<file path="src/rtl/mem_access_master.sv">
// Initiator for the shared instruction/data memory port: arbitrates fetch and load/store requests.
// Optional round-robin tie-breaking is enabled by defining MEM_ARB_RR_EN.
module mem_access_master #(
   parameter int unsigned RAM_SIZE_BIT = 8,
   parameter int unsigned CNT_W        = 16
) (
   input  logic             clk,
   input  logic             reset,
   input  logic             if_req,
   input  logic [31:0]      if_addr,
   output logic             if_ack,
   output logic [31:0]      if_rdata,
   input  logic             d_req,
   input  logic             d_we,
   input  logic [31:0]      d_addr,
   input  logic [31:0]      d_wdata,
   output logic             d_ack,
   output logic [31:0]      d_rdata,
   output logic             err,
   output logic [31:0]      Address,
   output logic [31:0]      Write_data,
   output logic             MemRead,
   output logic             MemWrite,
   input  logic [31:0]      Mem_data,
   output logic [CNT_W-1:0] rd_count,
   output logic [CNT_W-1:0] wr_count
);

   typedef enum logic [1:0] {IDLE, ACCESS, DONE} state_t;

   state_t      state, state_next;

   logic        any_req;
   logic        sel_data;
   logic        sel_we;
   logic        sel_legal;
   logic [31:0] sel_addr;

   logic        we_q;
   logic        src_d_q;
   logic        err_q;

`ifdef MEM_ARB_RR_EN
   logic        last_fetch_q;
`endif

   // Winner selection and legality of the winner's address.
   always_comb begin
      any_req  = d_req | if_req;
`ifdef MEM_ARB_RR_EN
      sel_data = d_req & (~if_req | last_fetch_q);
`else
      sel_data = d_req;
`endif
      sel_addr  = sel_data ? d_addr : if_addr;
      sel_we    = sel_data & d_we;
      sel_legal = (sel_addr[1:0] == 2'b00) && (sel_addr[31:RAM_SIZE_BIT+2] == '0);
   end

   always_ff @(posedge clk or posedge reset) begin
      if (reset) begin
         state <= IDLE;
      end else begin
         state <= state_next;
      end
   end

   always_comb begin
      state_next = state;
      MemRead    = 1'b0;
      MemWrite   = 1'b0;
      if_ack     = 1'b0;
      d_ack      = 1'b0;
      err        = 1'b0;
      case (state)
         IDLE: begin
            if (any_req) begin
               state_next = sel_legal ? ACCESS : DONE;
            end
         end
         ACCESS: begin
            MemRead    = ~we_q;
            MemWrite   = we_q;
            state_next = DONE;
         end
         DONE: begin
            if_ack     = ~src_d_q;
            d_ack      = src_d_q;
            err        = err_q;
            state_next = IDLE;
         end
         default: state_next = IDLE;
      endcase
   end

   // Request latch, memory-side address/data, read-data capture and counters.
   always_ff @(posedge clk or posedge reset) begin
      if (reset) begin
         we_q       <= 1'b0;
         src_d_q    <= 1'b0;
         err_q      <= 1'b0;
         Address    <= '0;
         Write_data <= '0;
         if_rdata   <= '0;
         d_rdata    <= '0;
         rd_count   <= '0;
         wr_count   <= '0;
      end else begin
         if (state == IDLE && any_req) begin
            we_q    <= sel_we;
            src_d_q <= sel_data;
            err_q   <= ~sel_legal;
            if (sel_legal) begin
               Address <= sel_addr;
               if (sel_we) begin
                  Write_data <= d_wdata;
               end
            end
         end
         if (state == ACCESS) begin
            if (we_q) begin
               if (wr_count != '1) begin
                  wr_count <= wr_count + CNT_W'(1);
               end
            end else begin
               if (src_d_q) begin
                  d_rdata <= Mem_data;
               end else begin
                  if_rdata <= Mem_data;
               end
               if (rd_count != '1) begin
                  rd_count <= rd_count + CNT_W'(1);
               end
            end
         end
      end
   end

`ifdef MEM_ARB_RR_EN
   // Resets to "fetch won last" so data wins the first tie.
   always_ff @(posedge clk or posedge reset) begin
      if (reset) begin
         last_fetch_q <= 1'b1;
      end else if (state == IDLE && any_req) begin
         last_fetch_q <= ~sel_data;
      end
   end
`endif

endmodule

</file>
<file path="config.mk">
export PLATFORM = sky130hd
export DESIGN_NAME = mem_access_master
export DESIGN_NICKNAME = d
export VERILOG_FILES = /design/src/rtl/mem_access_master.sv
export SDC_FILE = /design/constraint.sdc
export NUM_CORES = 1
export LEC_CHECK = 0
export ABC_AREA = 1
export CAP_MARGIN = 20
export CORE_MARGIN = 2
export CORE_UTILIZATION = 48
export CTS_BUF_LIST = sky130_fd_sc_hd__clkbuf_4 sky130_fd_sc_hd__clkbuf_8
export CTS_CLUSTER_DIAMETER = 40
export DETAILED_ROUTE_END_ITERATION = 8
export PLACE_DENSITY_LB_ADDON = 0.12
export SKIP_CTS_REPAIR_TIMING = 1
export SYNTH_ARGS = -nofsm -noshare
export SYNTH_HDL_FRONTEND = slang
export SYNTH_SLANG_ARGS = --single-unit
</file>
<file path="constraint.sdc">
create_clock -name clk -period 15.32 [get_ports clk]
set_clock_uncertainty 0.05 [all_clocks]
set_input_delay 3.064 -clock clk [delete_from_list [all_inputs] [get_ports clk]]
set_output_delay 3.064 -clock clk [all_outputs]
set_load 0.01 [all_outputs]
</file>
[After elaboration in Yosys (flattened, before gate mapping)]
Cells that the tools add are included.
W data, S select, Z words.
Cells by class
  add/subtract/negate cells: 2
  equality and inequality tests: 5
  multiplexer cells: 9
  bitwise operators: 5
  reductions and logical operators: 11
Operator list (number)
  $add A16 B1 Y16 const B: 2
  $mux W32: 1
  $ne A16 B16 Y1 const B: 2
  $logic_not A22 Y1: 1
  $reduce_and A3 Y1: 5
  $mux W1: 5
  $logic_not A2 Y1: 2
  $mux W2: 2
  $pmux W2 S2: 1
  $not A1 Y1: 3
  $eq A2 B1 Y1 const B: 1
  $eq A2 B2 Y1 const B: 1
  $logic_and A1 B1 Y1: 2
  $ne A2 B2 Y1 const B: 1
  $reduce_and A2 Y1: 1
  $and A1 B1 Y1: 1
  $or A1 B1 Y1: 1
Word-level totals
  register bits: 165
  word-level logic and storage cells: 42

[Logic depth before layout (Yosys ltp)]
Gate-level depths: netlist (run 1).
  depth after elaboration: 6
  depth in mapped cells: 13
  mapped depth without buffers: 10

[Least setup slack after synthesis (run 1)]
OpenSTA, ideal clock, no wires.
  kind: input -> register
  start point: input port d_req
  end point: register Address[17]
  setup time: 115 ps
  data arrival time: 4279 ps
  data required time: 15155 ps
  slack: 10876 ps
  stages: 13
  cells stage by stage: buf_4 > inv_2 > buf_4 > nand2_1 > nand2_1 > nand2_1 > nor2_1 > nand2_1 > nor2_4 > nand3_4 > inv_4 > buf_6 > nor2_1
Between the ends
  longest elaborated chain between the ends: 4
  elaborated cells on any way between the ends: 7
Ends and longest elaborated chain
  start: declaration: line 13  | input logic d_req,
  $mux W32: line 55  | sel_addr = sel_data ? d_addr : if_addr;
  $logic_not A22 Y1 or $logic_not A2 Y1 (tied branches): line 57  | sel_legal = (sel_addr[1:0] == 2'b00) && (sel_addr[31:RAM_SIZE_BIT+2] == '0);
  $logic_and A1 B1 Y1: line 57
  $reduce_and A2 Y1 (no source line)
  end signal: assignment: line 114  | Address <= sel_addr;
  end: declaration: line 20  | output logic [31:0] Address,
Parallel ways exist; a longest one is shown, timed or not.
A chain may end at the register's enable or synchronous reset.

[Worst setup path in the final report (run 1)]
  start point: input port d_req
  end point: register Write_data[13]
Between the ends
  longest elaborated chain between the ends: 4
  elaborated cells on any way between the ends: 8
Ends and longest elaborated chain
  $mux W32: line 55
  $logic_not A22 Y1 or $logic_not A2 Y1 (tied branches): line 57
  $logic_and A1 B1 Y1: line 57
  $reduce_and A3 Y1 (no source line) (*)
  end signal: assignment: line 116  | Write_data <= d_wdata;
  end: declaration: line 21  | output logic [31:0] Write_data,
Mark *: on every way between the ends. The rest lies on a longest branch, timed or not.

==> results.tsv, run 1 <==
stage	metric	value	unit
status	status	finished, final reports clean	
worst_hold_path	hp-class	reg2reg	
global_routing	grt_remaining_overflow	0	
sta	relSlewSlack	0.403	
power	ir_drop	0.0000483	V
worst_hold_path	worstHoldStart	Address[8]$_DFFE_PP0P_	
power	power-per-cell-area	76.8	nW/um^2
drt	final_antenna_net_count	0	
finish	drive_gt1_frac	0.0426	
finish	fin_area	10900	sq um
setup_path	cp-start-kind	primary input	
sta	fin_hold_ws	428	ps
floorplanning	core_region_area	15100	sq um
sta	hold_viol_final	0	
power	p_leak	5.47	nW
setup_path	crit_start	d_req	
floorplanning	ios	298	
synth	synth_xor_area_frac	0.0284	
global_routing	grt_pass1_wl	32500	um
placed_design	placed_area	10500	sq um
clocking	clock_tree.buffer_depth	2	
synth	synth_area	7390	sq um
floorplanning	die-area	16400	sq um
finish	synthToLayoutAreaGrowth	47.1	%
run	max_cap_viol_count	0	
setup_path	cp.arrival	5930	ps
sta	tightestPinTransition	895	ps
synth	synth_seq_cells	165	
floorplanning	die_x	128	um
setup_path	reg2reg_from	rd_count[0]$_DFFE_PP0P_	
synth	syn_nets	1036	
clocking	cts_root_buffer	clkbuf_8	
sta	rsz0062_at_grt	false	
sta	fin_crit_sh	0.368	
synth	synth.top_cells.by_area	dfrtp_1, nand2_1, inv_1	
synth	seq_area_frac_synth	0.558	
sta	period_needed	5630	ps
clocking	insertion_delay	460	ps
synth	yosysTopAreaCellShare	0.558	
placed_design	port_buffers	297	
global_routing	antenna_found_initial	0	
global_routing	grt_use_total	0.257	
finish	final_cell_count_no_fill	1386	
drt	drtPass1Iterations	5	
sta	fin_tns_setup	0	ps
clocking	cts_tree	yes	
setup_path	end_kind	flop	
finish	final_nets	1320	
setup_path	critical_path_class	in2reg	
synth	muxShareOfSynthArea	0	
sta	slew_viol_final	0	
sta	fmax	178	MHz
global_routing	grt_max_degree	95	
floorplanning	fp.dieH	128	um
synth	synth_fa_ha_area_frac	0.00338	
setup_path	path_max_fanout	43	
synth	synth_warnings	0	
drt	totalWireLength	20500	um
finish	fin_util	0.718	
global_routing	grt_pass1_vias	6434	
drt	avgRoutedWirePerCell	14.8	um
setup_path	cp.required	15620	ps
placed_design	dpl.cell_count	1354	
synth	yosysTopAreaCell	dfrtp_1	
placed_design	gp_congestion	0.894	
clocking	clkTransAtPathRegs	80	ps
synth	synth_compound_area_frac	0.0525	
sta	setup_viol	0	
drt	viasPerCell	4.89	
clocking	cts_made_buffers	17	
floorplanning	initial_core_util	0.488	
placed_design	dpl.hpwl	15000	um
clocking	cts_sinks	165	
synth	synth_top_family_by_area	simple AND/OR/NAND/NOR gates	
drt	vias	6779	
synth	netlist_instances	901	
synth	avgSynthCellArea	8.21	sq um
floorplanning	rows	45	
clocking	htree_levels	4	
drt	drc	0	
drt	drtIter0Drc	583	
synth	yosysUniqueCellTypes	27	
synth	yosys.area_share.simple	0.267	
finish	n_antenna_cell	0	
logic make-up after synthesis:
family | count (synthesis)
xor+xnor | 24
flops | 165
simple gates | 471
fa+ha+maj | 2
buf+inv | 162
compound gates | 77
state kept, by name, summed over array words and instances, names as in the netlist:
signal      cells
Address        32
Write_data     32
d_rdata        32
if_rdata       32
rd_count       16
wr_count       16
state           2
err_q           1
src_d_q         1
we_q            1
layout make-up:
| type | instances | area, sq um |
|---|---|---|
| repair buffers | 304 | 3030 |
| fillers | 1228 | 4270 |
| clock buffers | 18 | 241 |
| inverters | 123 | 469 |
| multi-input cells | 574 | 2600 |
| well taps | 188 | 235 |
| clock inverters | 14 | 178 |
| flip-flops and latches | 165 | 4130 |
report_power, final:
part	internal (mW)	switching (mW)	total, mW
sequential	0.436	0.00112	0.437
clock	0.165	0.166	0.331
combinational	0.0373	0.0300	0.0673
total	0.639	0.197	0.836
critical path, cell delays in order:
cell and delay (ps):
clkdlybuf4s50_1 390, buf_4 230, inv_2 400, nand2_1 110, nand2_1 80, nand2_1 50, nor2_1 90, nand2_1 90
nor2_4 100, buf_4 400, nand3_2 610, nand2_1 210, nand2_1 80
final timing paths:
path                                              end  slack, ps  cells past startpoint
setup reg to reg             rd_count[11]$_DFFE_PP0P_      12870                      8
setup / recovery           Write_data[13]$_DFFE_PP0P_       9690                     13
hold / removal                 Address[8]$_DFFE_PP0P_        430                      2
min in group asynchronous     wr_count[2]$_DFFE_PP0P_       3100                      2
hold reg to reg                Address[8]$_DFFE_PP0P_        430                      2
max in group asynchronous    wr_count[10]$_DFFE_PP0P_      10680                      3
routing by layer:
layer | global-route usage | part of all wire
met5 | 0 | 0
met1 | 0.307 | 0.40
met2 | 0.421 | 0.49
met3 | 0.0885 | 0.075
met4 | 0.115 | 0.038
metrics by stage:
step                worst slack, ps  total power, mW
finish                         9690            0.836
detailed placement             9210            0.514
CTS                            9720            0.845
global placement               9300            0.514
floorplan                      7740            0.471
global route                   9330            0.870
cell usage in the layout (no fill, tap or decap), types with 2 or more instances in the layout:
master	instances
xor2_1	21
nand4_1	44
inv_6	3
inv_2	2
nand3_1	14
bufinv_16	3
nand2_1	323
o21ai_1	6
nor3_1	12
ha_1	2
clkinv_2	3
o21ai_0	70
inv_1	119
clkdlybuf4s50_1	297
clkbuf_8	17
clkinv_4	5
nand3b_1	4
dfrtp_1	165
nor2_4	2
nor2_1	65
xnor2_1	3
buf_4	7
cells in the mapped netlist (all sizes together):
| cell type | count |
|---|---|
| buf | 25 |
| clkbuf | 14 |
| dfrtp | 165 |
| ha | 2 |
| inv | 123 |
| nand2 | 324 |
| nand3 | 16 |
| nand3b | 4 |
| nand4 | 44 |
| nor2 | 68 |
| nor3 | 13 |
| nor4 | 1 |
| o21ai | 76 |
| o21bai | 1 |
| or2 | 1 |
| xnor2 | 3 |
| xor2 | 21 |
Power figures use the tool's default switching activity.
==> inputs of run 2 (changes only) <==
CORE_UTILIZATION = 41   (was 48)
clock period = 4.89 ns   (was 15.32 ns; I/O delays follow)
==> run 2 against run 1 <==
Against the previous run: sequential share of layout area down 0.19 points; clock power rose to 2.9 times the previous value; worst hold slack got worse by 0.54 ps; critical path type unchanged; largest cell class unchanged.
==> results.tsv, run 2 (same netlist as run 1, synthesis figures left out) <==
stage	metric	value	unit
drt	totalWireLength	20600	um
drt	drc	0	
setup_path	cp.arrival	3900	ps
clocking	cts_tree	yes	
floorplanning	rows	49	
setup_path	end_kind	flop	
setup_path	rr_worst_depth	8	
setup_path	crit_start	d_req	
run	max_cap_viol_count	0	
finish	seq_area	4130	sq um
placed_design	dpl.hpwl	14800	um
global_routing	grt_pass1_wl	33900	um
clocking	cts_made_buffers	17	
sta	rsz0062_at_grt	false	
worst_hold_path	worstHoldStart	Write_data[22]$_DFFE_PP0P_	
worst_hold_path	min_path_cells	2	
status	status	finished, final reports clean	
worst_hold_path	whs_endpoint	Write_data[22]$_DFFE_PP0P_	
drt	drtPass1Iterations	5	
global_routing	grt_use_total	0.222	
clocking	htree_levels	4	
floorplanning	die_x	138	um
global_routing	grt_remaining_overflow	0	
worst_hold_path	hp-class	reg2reg	
sta	relSlewSlack	0.398	
drt	final_antenna_net_count	0	
global_routing	grt_pass1_vias	6439	
finish	drive_gt1_frac	0.0442	
power	power-per-cell-area	233	nW/um^2
sta	fin_crit_sh	0.738	
finish	num-fill-cells	1565	
clocking	insertion_delay	450	ps
sta	fin_tns_setup	0	ps
floorplanning	initial_core_util	0.414	
setup_path	critical_path_class	in2reg	
drt	viasPerCell	4.59	
placed_design	gp_congestion	0.849	
setup_path	path_max_fanout	43	
power	ir_drop	0.000150	V
sta	period_needed	3610	ps
floorplanning	core_region_area	17800	sq um
placed_design	port_buffers	297	
clocking	clock_tree.buffer_depth	2	
finish	final_nets	1320	
setup_path	cp.required	5180	ps
global_routing	antenna_found_initial	0	
drt	avgRoutedWirePerCell	14.4	um
floorplanning	die-area	19100	sq um
clocking	cts_sinks	165	
drt	drtIter0Drc	382	
sta	slew_viol_final	0	
clocking	cts_root_buffer	clkbuf_8	
global_routing	grt_max_degree	161	
setup_path	reg2reg_slack	2460	ps
finish	final_cell_mix	nand2_1, clkdlybuf4s50_1, dfrtp_1	
sta	fin_hold_ws	428	ps
finish	n_antenna_cell	0	
floorplanning	fp.dieH	138	um
power	p_leak	5.47	nW
sta	tightestPinTransition	903	ps
clocking	clkTransAtPathRegs	90	ps
setup_path	r2r_end	rd_count[11]$_DFFE_PP0P_	
floorplanning	ios	298	
finish	synthToLayoutAreaGrowth	47.9	%
sta	hold_viol_final	0	
drt	vias	6556	
sta	fmax	277	MHz
finish	final_common_cell	nand2_1	
setup_path	reg2reg_from	rd_count[0]$_DFFE_PP0P_	
finish	multiInputGateArea	2610	sq um
setup_path	cp-start-kind	primary input	
sta	setup_viol	0	
run 2: changes by cell type in the layout (fill, tap and decap cells not counted):
| cell | before | now |
|---|---|---|
| inv_8 | 1 | 3 |
| bufinv_16 | 3 | 1 |
| clkinv_4 | 5 | 4 |
| clkbuf_4 | 1 | 0 |
| buf_12 | 0 | 3 |
| buf_4 | 7 | 4 |
| clkinvlp_4 | 0 | 2 |
| nand2_2 | 1 | 3 |
| nand2_1 | 323 | 321 |
run 2: worst max-delay path, stage by stage:
cell and delay [ps]:
clkdlybuf4s50_1 450, buf_4 320, inv_2 280, nand2_1 130, nand2_1 60, nor2_1 100, nand2_1 90, nor2_4 100
buf_4 410, nand3_2 670, nand2_1 210, nand2_1 70
run 2: final cells by class:
type,instances,share of cell area
Clock buffer,17,0.0214
Inverter,123,0.0428
Tap cell,229,0.0262
Sequential cell,165,0.378
Multi-Input combinational cell,574,0.238
Clock inverter,15,0.0135
Timing Repair Buffer,304,0.280
run 2: metal layers:
layer / vias to the layer above / GRT usage / share of wire
met5: - / 0 / 0
met4: 0 / 0.0934 / 0.035
met3: 40 / 0.0644 / 0.067
met2: 213 / 0.359 / 0.47
met1: 2956 / 0.280 / 0.42
li1: 3347 / - / -
run 2: worst max path at each step:
| stage | endpoint | slack, ps | cells after the start |
|---|---|---|---|
| floorplan | Address[0]$_DFFE_PP0P_ | 1760 | 1 |
| global placement | Write_data[8]$_DFFE_PP0P_ | 860 | 12 |
| detailed placement | Write_data[16]$_DFFE_PP0P_ | 780 | 12 |
| CTS | Write_data[24]$_DFFE_PP0P_ | 1290 | 12 |
| global route | Write_data[21]$_DFFE_PP0P_ | 940 | 12 |
| finish | Write_data[24]$_DFFE_PP0P_ | 1280 | 12 |
run 2: through the flow:
stage	setup WS, ps	area [sq um]	utilization	power [mW]	instances
after global placement	864	10500	0.589	1.61	1393
after CTS	1290	10900	0.611	2.59	1425
final	1280	10900	0.613	2.55	1427
after floorplan	1760	7400	-	1.48	901
after detailed placement	785	10500	0.589	1.61	1393
after global routing	942	10900	0.613	2.66	1427
run 2: power breakdown:
part / switching [mW] / leakage (nW) / internal (mW)
sequential: 0.00379 / 1.84 / 1.37
clock: 0.549 / 0.196 / 0.418
combinational: 0.0943 / 3.43 / 0.118
==> inputs of run 3 (changes only) <==
clock period = 3.25 ns   (was 4.89 ns; I/O delays follow)
==> run 3 against run 2 <==
Against the previous run: via count up 0.93%; power up 56%; register-to-register slack worse by 1400 ps; sequential share of layout area down 0.22 points; final cell count up 0.35%; largest cell class unchanged; largest power group unchanged.
==> results.tsv, run 3 (same netlist as run 1, synthesis figures left out) <==
stage	metric	value	unit
status	status	finished, final reports clean	
finish	num-fill-cells	1579	
setup_path	end_kind	output pin	
finish	final_cell_mix	nand2_1, clkdlybuf4s50_1, dfrtp_1	
sta	setup_viol	0	
clocking	clock_tree.buffer_depth	2	
clocking	cts_made_buffers	17	
floorplanning	rows	49	
drt	avgRoutedWirePerCell	14.6	um
setup_path	cp.arrival	1970	ps
placed_design	dp_slack	367	ps
global_routing	antenna_found_initial	0	
global_routing	grt_pass1_vias	6639	
power	ir_drop	0.000234	V
finish	multiInputGateArea	2610	sq um
clocking	cts_sinks	165	
floorplanning	core_region_area	17800	sq um
placed_design	gp_congestion	0.894	
global_routing	grt_max_degree	72	
placed_design	port_buffers	297	
finish	n_antenna_cell	0	
clocking	clkTransAtPathRegs	90	ps
floorplanning	initial_core_util	0.414	
sta	fmax	374	MHz
sta	rsz0062_at_grt	false	
sta	relSlewSlack	0.544	
clocking	cts_root_buffer	clkbuf_8	
power	p_comb_frac	0.082	
finish	synthToLayoutAreaGrowth	48.7	%
drt	drtIter0Drc	358	
power	seq_power_share	0.519	
floorplanning	ios	298	
clocking	insertion_delay	450	ps
finish	drive_gt1_frac	0.0482	
run	max_cap_viol_count	0	
setup_path	rr_worst_depth	9	
drt	wl_met2	10200	um
drt	drtPass1Iterations	4	
sta	period_needed	2670	ps
sta	tightestPinTransition	683	ps
power	p_leak	5.50	nW
global_routing	grt_use_total	0.224	
drt	final_antenna_net_count	0	
sta	fin_crit_sh	0.823	
setup_path	crit_start	state[1]$_DFFE_PP0P_	
drt	viasPerCell	4.62	
floorplanning	fp.dieH	138	um
drt	vias	6617	
sta	hold_viol_final	0	
global_routing	grt_remaining_overflow	0	
setup_path	cp.required	2550	ps
floorplanning	die_x	138	um
power	clock_power_share	0.399	
drt	routed.top_layer	met4	
drt	wl_met1	8920	um
clocking	cts_tree	yes	
worst_hold_path	hp-class	reg2reg	
sta	layout_setup_ws	576	ps
placed_design	placed_area	10600	sq um
placed_design	dpl.hpwl	15400	um
setup_path	path_max_fanout	4	
global_routing	grt_pass1_wl	34300	um
drt	totalWireLength	20900	um
power	power.switching	1.01	mW
power	p_sw_frac	0.254	
setup_path	cp-start-kind	flop	
setup_path	critPathCapture	MemWrite	
finish	fin_area	11000	sq um
clocking	htree_levels	4	
setup_path	reg2reg_from	rd_count[0]$_DFFE_PP0P_	
sta	slew_viol_final	0	
drt	met3_length	1270	um
floorplanning	die-area	19100	sq um
power	power-per-cell-area	361	nW/um^2
finish	final_nets	1325	
setup_path	critical_path_class	reg2out	
finish	seq_area	4130	sq um
finish	final_common_cell	nand2_1	
setup_path	r2r_end	rd_count[11]$_DFFE_PP0P_	
setup_path	reg2reg_slack	1040	ps
power	intPower	2.96	mW
sta	fin_tns_setup	0	ps
drt	drc	0	
run 3: per-stage QoR:
stage	instances	hold WS (ps)	power [mW]	utilization
after global routing	1432	451	4.14	0.616
after CTS	1432	431	4.02	0.616
after floorplan	901	431	2.22	-
after global placement	1400	403	2.43	0.593
final	1432	427	3.97	0.616
after detailed placement	1400	408	2.43	0.593
run 3: layout make-up:
| cell class | count | area share |
|---|---|---|
| clock inverter | 15 | 0.0171 |
| clock buffer | 17 | 0.0213 |
| tap | 229 | 0.0261 |
| sequential | 165 | 0.375 |
| timing repair buffer | 309 | 0.281 |
| multi-input combinational | 574 | 0.237 |
| inverter | 123 | 0.0425 |
run 3: worst min-delay path by stage:
| stage | start | endpoint | slack, ps | depth (start not counted) |
|---|---|---|---|---|
| after floorplan | err_q$_DFFE_PP0P_ | err_q$_DFFE_PP0P_ | 430 | 2 |
| after global placement | Write_data[3]$_DFFE_PP0P_ | Write_data[3]$_DFFE_PP0P_ | 400 | 2 |
| after detailed placement | Write_data[22]$_DFFE_PP0P_ | Write_data[22]$_DFFE_PP0P_ | 410 | 2 |
| after CTS | Write_data[0]$_DFFE_PP0P_ | Write_data[0]$_DFFE_PP0P_ | 430 | 2 |
| after global routing | Write_data[19]$_DFFE_PP0P_ | Write_data[19]$_DFFE_PP0P_ | 450 | 2 |
| final | Write_data[3]$_DFFE_PP0P_ | Write_data[3]$_DFFE_PP0P_ | 430 | 2 |
run 3: routing by layer:
metal / GRT usage / vias up
li1: - / 3358
met1: 0.283 / 3023
met2: 0.372 / 208
met3: 0.0662 / 28
met4: 0.0752 / 0
met5: 0 / -
run 3: power by group through the flow:
| stage | clock network (mW) | registers (mW) | logic (mW) |
|---|---|---|---|
| 6_report | 1.58 | 2.06 | 0.325 |
| 5_1_grt | 1.71 | 2.06 | 0.364 |
| 4_1_cts | 1.62 | 2.06 | 0.330 |
| 3_5_place_dp | 0 | 2.10 | 0.329 |
| 3_3_place_gp | 0 | 2.10 | 0.328 |
| 2_1_floorplan | 0 | 2.10 | 0.120 |
run 3: worst max-delay path, cell delays in order, from the launching register on:
cell	delay, ps
dfrtp_1	420
nor2_1	110
inv_1	70
nor2_1	320
clkdlybuf4s50_1	620
